$ cat src/rtl/alu_sin_deserializer.sv
// Serial front end of the ALU datapath. Receives 11-bit frames on sin
// (start, type, 8 payload bits MSB first, stop), collects 8 data bytes plus
// one control byte, and emits one decoded command or error per control frame.
module alu_sin_deserializer (
  input  logic        clk,
  input  logic        rst_n,
  input  logic        sin,
  output logic        cmd_valid,
  output logic [31:0] a,
  output logic [31:0] b,
  output logic [2:0]  op,
  output logic        err_data,
  output logic        err_crc,
  output logic        err_op
);

  typedef enum logic [2:0] {
    S_IDLE,
    S_TYPE,
    S_PAYLOAD,
    S_STOP,
    S_EVAL
  } state_t;

  // CRC4, polynomial x^4+x+1, init 0, message fed MSB first.
  function automatic logic [3:0] crc4(input logic [67:0] msg);
    logic [3:0] c;
    logic       fb;
    c = 4'h0;
    for (int i = 67; i >= 0; i--) begin
      fb = c[3] ^ msg[i];
      c  = {c[2:0], 1'b0} ^ {2'b00, fb, fb};
    end
    return c;
  endfunction

  state_t          state_q, state_d;
  logic            armed_q, armed_d;
  logic            is_ctrl_q, is_ctrl_d;
  logic [2:0]      bit_cnt_q, bit_cnt_d;
  logic [7:0]      shift_q, shift_d;
  logic [3:0]      byte_cnt_q, byte_cnt_d;
  logic            frame_err_q, frame_err_d;
  logic [7:0][7:0] buf_q, buf_d;

  logic            cmd_valid_q, cmd_valid_d;
  logic [31:0]     a_q, a_d;
  logic [31:0]     b_q, b_d;
  logic [2:0]      op_q, op_d;
  logic            err_data_q, err_data_d;
  logic            err_crc_q, err_crc_d;
  logic            err_op_q, err_op_d;

  logic [31:0]     rx_a, rx_b;
  logic [2:0]      rx_op;
  logic            e_data, e_crc, e_op;

  // Operands as assembled from the byte buffer: bytes 0..3 are B, 4..7 are A.
  always_comb begin
    rx_b  = {buf_q[0], buf_q[1], buf_q[2], buf_q[3]};
    rx_a  = {buf_q[4], buf_q[5], buf_q[6], buf_q[7]};
    rx_op = shift_q[6:4];
  end

  // Command checks, only consumed in EVAL; priority data > crc > op.
  always_comb begin
    e_data = (byte_cnt_q != 4'd8) | frame_err_q | shift_q[7];
    e_crc  = !e_data & (crc4({rx_b, rx_a, 1'b1, rx_op}) != shift_q[3:0]);
    // Legal opcodes are 000, 001, 100, 101: exactly those with op[1] clear.
    e_op   = !e_data & !e_crc & rx_op[1];
  end

  // Receiver FSM next-state and output update logic.
  always_comb begin
    state_d     = state_q;
    armed_d     = armed_q | sin;
    is_ctrl_d   = is_ctrl_q;
    bit_cnt_d   = bit_cnt_q;
    shift_d     = shift_q;
    byte_cnt_d  = byte_cnt_q;
    frame_err_d = frame_err_q;
    buf_d       = buf_q;
    cmd_valid_d = 1'b0;
    a_d         = a_q;
    b_d         = b_q;
    op_d        = op_q;
    err_data_d  = err_data_q;
    err_crc_d   = err_crc_q;
    err_op_d    = err_op_q;

    case (state_q)
      S_IDLE: begin
        // A low line is a start bit only once a high sample has been seen.
        if (armed_q && !sin) state_d = S_TYPE;
      end
      S_TYPE: begin
        is_ctrl_d = sin;
        bit_cnt_d = 3'd0;
        state_d   = S_PAYLOAD;
      end
      S_PAYLOAD: begin
        shift_d   = {shift_q[6:0], sin};
        bit_cnt_d = bit_cnt_q + 3'd1;
        if (bit_cnt_q == 3'd7) state_d = S_STOP;
      end
      S_STOP: begin
        if (!sin) begin
          // Broken frame: remember it for the command and wait for the line
          // to return high before looking for another start bit.
          frame_err_d = 1'b1;
          armed_d     = 1'b0;
          state_d     = S_IDLE;
        end else if (is_ctrl_q) begin
          state_d = S_EVAL;
        end else begin
          // Bytes beyond the eighth are dropped; the count saturates at 9
          // so the command is still flagged.
          if (byte_cnt_q < 4'd8) buf_d[byte_cnt_q[2:0]] = shift_q;
          if (byte_cnt_q < 4'd9) byte_cnt_d = byte_cnt_q + 4'd1;
          state_d = S_IDLE;
        end
      end
      S_EVAL: begin
        cmd_valid_d = 1'b1;
        err_data_d  = e_data;
        err_crc_d   = e_crc;
        err_op_d    = e_op;
        if (!(e_data || e_crc || e_op)) begin
          a_d  = rx_a;
          b_d  = rx_b;
          op_d = rx_op;
        end
        byte_cnt_d  = 4'd0;
        frame_err_d = 1'b0;
        state_d     = S_IDLE;
      end
      default: state_d = S_IDLE;
    endcase
  end

  // State and registered outputs.
  always_ff @(posedge clk or negedge rst_n) begin
    if (!rst_n) begin
      state_q     <= S_IDLE;
      armed_q     <= 1'b0;
      is_ctrl_q   <= 1'b0;
      bit_cnt_q   <= 3'd0;
      shift_q     <= 8'h00;
      byte_cnt_q  <= 4'd0;
      frame_err_q <= 1'b0;
      buf_q       <= '0;
      cmd_valid_q <= 1'b0;
      a_q         <= 32'h0;
      b_q         <= 32'h0;
      op_q        <= 3'b000;
      err_data_q  <= 1'b0;
      err_crc_q   <= 1'b0;
      err_op_q    <= 1'b0;
    end else begin
      state_q     <= state_d;
      armed_q     <= armed_d;
      is_ctrl_q   <= is_ctrl_d;
      bit_cnt_q   <= bit_cnt_d;
      shift_q     <= shift_d;
      byte_cnt_q  <= byte_cnt_d;
      frame_err_q <= frame_err_d;
      buf_q       <= buf_d;
      cmd_valid_q <= cmd_valid_d;
      a_q         <= a_d;
      b_q         <= b_d;
      op_q        <= op_d;
      err_data_q  <= err_data_d;
      err_crc_q   <= err_crc_d;
      err_op_q    <= err_op_d;
    end
  end

  assign cmd_valid = cmd_valid_q;
  assign a         = a_q;
  assign b         = b_q;
  assign op        = op_q;
  assign err_data  = err_data_q;
  assign err_crc   = err_crc_q;
  assign err_op    = err_op_q;

endmodule

$ cat config.mk
export PLATFORM = sky130hd
export DESIGN_NAME = alu_sin_deserializer
export DESIGN_NICKNAME = d
export VERILOG_FILES = /design/src/rtl/alu_sin_deserializer.sv
export SDC_FILE = /design/constraint.sdc
export NUM_CORES = 1
export LEC_CHECK = 0
export CORE_UTILIZATION = 55
export DETAILED_ROUTE_END_ITERATION = 8
export PLACE_DENSITY = 0.74
export SYNTH_ARGS = -nofsm -noshare
export SYNTH_HDL_FRONTEND = slang
export SYNTH_SLANG_ARGS = --single-unit
$ cat constraint.sdc
create_clock -name clk -period 7.1 [get_ports clk]
set_clock_uncertainty 0.15 [all_clocks]
set_input_delay 1.065 -clock clk [delete_from_list [all_inputs] [get_ports clk]]
set_output_delay 1.065 -clock clk [all_outputs]
set_load 0.02 [all_outputs]
==> impl_metrics.env <==
export IMPL_syn_inst=481
export IMPL_endpoint_kind="flip-flop"
export IMPL_min_period_over_period=0.617
export IMPL_crit_required_ps=7250
export IMPL_grt_usage=0.224
export IMPL_period_needed_ps=4380
export IMPL_hold_viol=0
export IMPL_syn_area_um2=7360
export IMPL_dr_pass1_iters=4
export IMPL_grt_pass1_wl_um=23500
export IMPL_gp_congestion=0.849
export IMPL_hpwl_um=9390
export IMPL_final_antenna_net_count=0
export IMPL_timing_rr_start="buf_q[31]$_DFFE_PN0P_"
export IMPL_rsz0062_at_grt="false"
export IMPL_fin_tns_setup_ps=0
export IMPL_ys_ff_latch=156
export IMPL_design_area_um2=8880
export IMPL_worst_path_max_fanout=67
export IMPL_worstPathArrival_ps=4530
export IMPL_tightest_slew_ps=1070
export IMPL_drive_above_1_share=0.249
export IMPL_clock_root_buffer="clkbuf_16"
export IMPL_crit_type="reg2reg"
export IMPL_holdBufCountCts=0
export IMPL_die_y_um=118
export IMPL_slew_violations=0
export IMPL_outcome="completed"
export IMPL_r2r_end="b[0]$_DFFE_PN0P_"
export IMPL_place_area_um2=8250
export IMPL_cts_tree="yes"
export IMPL_die_area_um2=13800
export IMPL_grt_max_degree=86
export IMPL_synthToLayoutAreaGrowth_pct=20.7
export IMPL_seq_area_frac_synth=0.531
export IMPL_hold_depth=1
export IMPL_avgViaCountPerCell=5.42
export IMPL_hold_end="armed_q$_DFF_PN0_"
export IMPL_cap_violations=0
export IMPL_rows=41
export IMPL_cts_buffer_depth=2
export IMPL_drc=0
export IMPL_max_slew_margin=0.289
export IMPL_setup_violations=0
export IMPL_portBuffers=73
export IMPL_max_freq_mhz=228
export IMPL_avgRoutedWirePerCell_um=18.9
export IMPL_rrSetupSlack_ps=2720
export IMPL_synth_warnings=0
export IMPL_vias=4020
export IMPL_h_tree_depth=4
export IMPL_start_util=0.574
export IMPL_avgSynthCellArea_um2=15.3
export IMPL_grt_pass1_vias=4281
export IMPL_die_width_um=118
export IMPL_clkTransAtPathRegs_ps=60
export IMPL_start_kind="flip-flop"
export IMPL_gr_total_overflow=0
export IMPL_worstHoldStart="armed_q$_DFF_PN0_"
export IMPL_ys_types=35
export IMPL_drtIter0Drc=107
export IMPL_syn_num_nets=488
export IMPL_diodes=0
export IMPL_r2r_cells=8
export IMPL_core_um2=12800
export IMPL_routed_wl_um=14000
export IMPL_cts_setup_buffers=0
export IMPL_cts_buffers=17
export IMPL_hold_path_class="reg2reg"
export IMPL_cts_resized=0
export IMPL_grt_antenna_before_repair=0
export IMPL_num_nets_final=566
export IMPL_ios=74
export IMPL_clkSinkCount=156
export IMPL_insertion_delay_ps=420
==> worst max-delay path, cell delays in order (launching register included) <==
cell and delay (ps):
dfrtp_1 410, xnor2_1 340, xnor3_2 480, xnor3_1 380, xnor3_1 390, xnor3_1 360, or3_1 420, a221o_4 790
mux2_1 480
==> layout by cell type (no fill, tap or decap), types with 2 or more instances in the layout <==
| master | count |
|---|---|
| a22o_1 | 2 |
| a22oi_1 | 2 |
| and2_1 | 3 |
| buf_4 | 5 |
| bufinv_16 | 5 |
| clkbuf_1 | 3 |
| clkbuf_16 | 17 |
| clkbuf_8 | 2 |
| clkdlybuf4s50_1 | 72 |
| clkinv_2 | 3 |
| dfrtp_1 | 156 |
| ha_1 | 4 |
| inv_1 | 5 |
| mux2_1 | 36 |
| mux2_2 | 78 |
| mux2_4 | 27 |
| nand2_1 | 8 |
| nand2b_1 | 4 |
| nand3_1 | 5 |
| nand3b_1 | 2 |
| nor2_1 | 10 |
| nor3_1 | 3 |
| nor3b_1 | 4 |
| o21ai_0 | 3 |
| or3_1 | 2 |
| xnor2_1 | 52 |
| xnor3_1 | 25 |
| xor2_1 | 19 |
| xor3_1 | 2 |
==> cells by family (layout without fill, tap and decap cells) <==
logic type / Yosys count / after routing / share of synthesized area
flops: 156 / 156 / 0.531
fa+ha+maj: 4 / 4 / 0.00680
simple gates: 43 / 43 / 0.0301
compound gates: 13 / 13 / 0.0131
mux: 141 / 141 / 0.230
buf+inv: 24 / 113 / 0.0168
xor+xnor: 100 / 100 / 0.173
==> metrics by stage <==
step,utilization,std cells,hold WS (ps),worst slack [ps]
floorplan,-,481,291,3350
global placement,0.643,712,307,2810
detailed placement,0.643,712,319,2760
CTS,0.692,742,333,2710
global route,0.692,742,361,2570
finish,0.692,742,329,2720
==> Yosys cell counts <==
master	number	area [µm²]
inv_1	5	18.8
and2_1	3	18.8
nor4_1	1	6.26
a21oi_1	1	5.00
nor3_1	3	15.0
mux2_1	36	405
a22o_1	2	17.5
nand2b_1	4	25.0
nand2_1	8	30.0
dfrtp_1	156	3900
buf_6	4	45.0
nor3b_1	4	30.0
mux2_4	27	405
xor2_1	19	166
nand3_1	5	25.0
or3_1	2	12.5
nor2b_1	1	6.26
xnor3_1	25	563
clkbuf_1	12	45.0
nor2_1	10	37.5
a41oi_1	1	8.76
xnor2_1	52	455
o21ai_0	3	15.0
mux2_2	78	878
a221o_1	1	10.0
xnor3_2	1	23.8
a22oi_1	2	15.0
a21o_1	1	7.51
nand3b_1	2	15.0
o22a_1	1	8.76
buf_2	3	15.0
ha_1	4	50.1
xor3_1	2	47.6
xor2_2	1	16.3
a31o_2	1	8.76
==> final cells by class <==
cell class	count	area [µm²]
multi-input combinational	301	3340
inverter	5	18.8
fill	917	3950
clock inverter	8	165
sequential	156	3900
tap	172	215
timing repair buffer	78	769
clock buffer	22	464
==> sequential cells by signal (all words and copies together), names as in the netlist <==
signal       count
buf_q           64
a               32
b               32
shift_q          8
byte_cnt_q       4
bit_cnt_q        3
op               3
state_q          3
armed_q          1
cmd_valid        1
err_crc          1
err_data         1
err_op           1
frame_err_q      1
is_ctrl_q        1
==> layer usage <==
layer	wire length, µm	global-route usage	vias up	part of all wire
met1	6670	0.312	2099	0.47
met5	0	0	-	0
met3	347	0.0402	21	0.025
met4	219	0.0841	0	0.016
met2	6810	0.354	67	0.49
li1	-	-	1833	-
==> worst max-delay path by stage <==
stage | slack (ps) | end | startpoint
2_1_floorplan | 3350 | b[26]$_DFFE_PN0P_ | buf_q[31]$_DFFE_PN0P_
3_3_place_gp | 2810 | a[16]$_DFFE_PN0P_ | buf_q[31]$_DFFE_PN0P_
3_5_place_dp | 2760 | b[16]$_DFFE_PN0P_ | buf_q[31]$_DFFE_PN0P_
4_1_cts | 2710 | b[26]$_DFFE_PN0P_ | buf_q[31]$_DFFE_PN0P_
5_1_grt | 2570 | b[0]$_DFFE_PN0P_ | buf_q[31]$_DFFE_PN0P_
6_report | 2720 | b[0]$_DFFE_PN0P_ | buf_q[31]$_DFFE_PN0P_
Power is left out: the tool's default activity adds up to more than one toggle a clock period on the data nets, which glitch-free logic cannot reach.
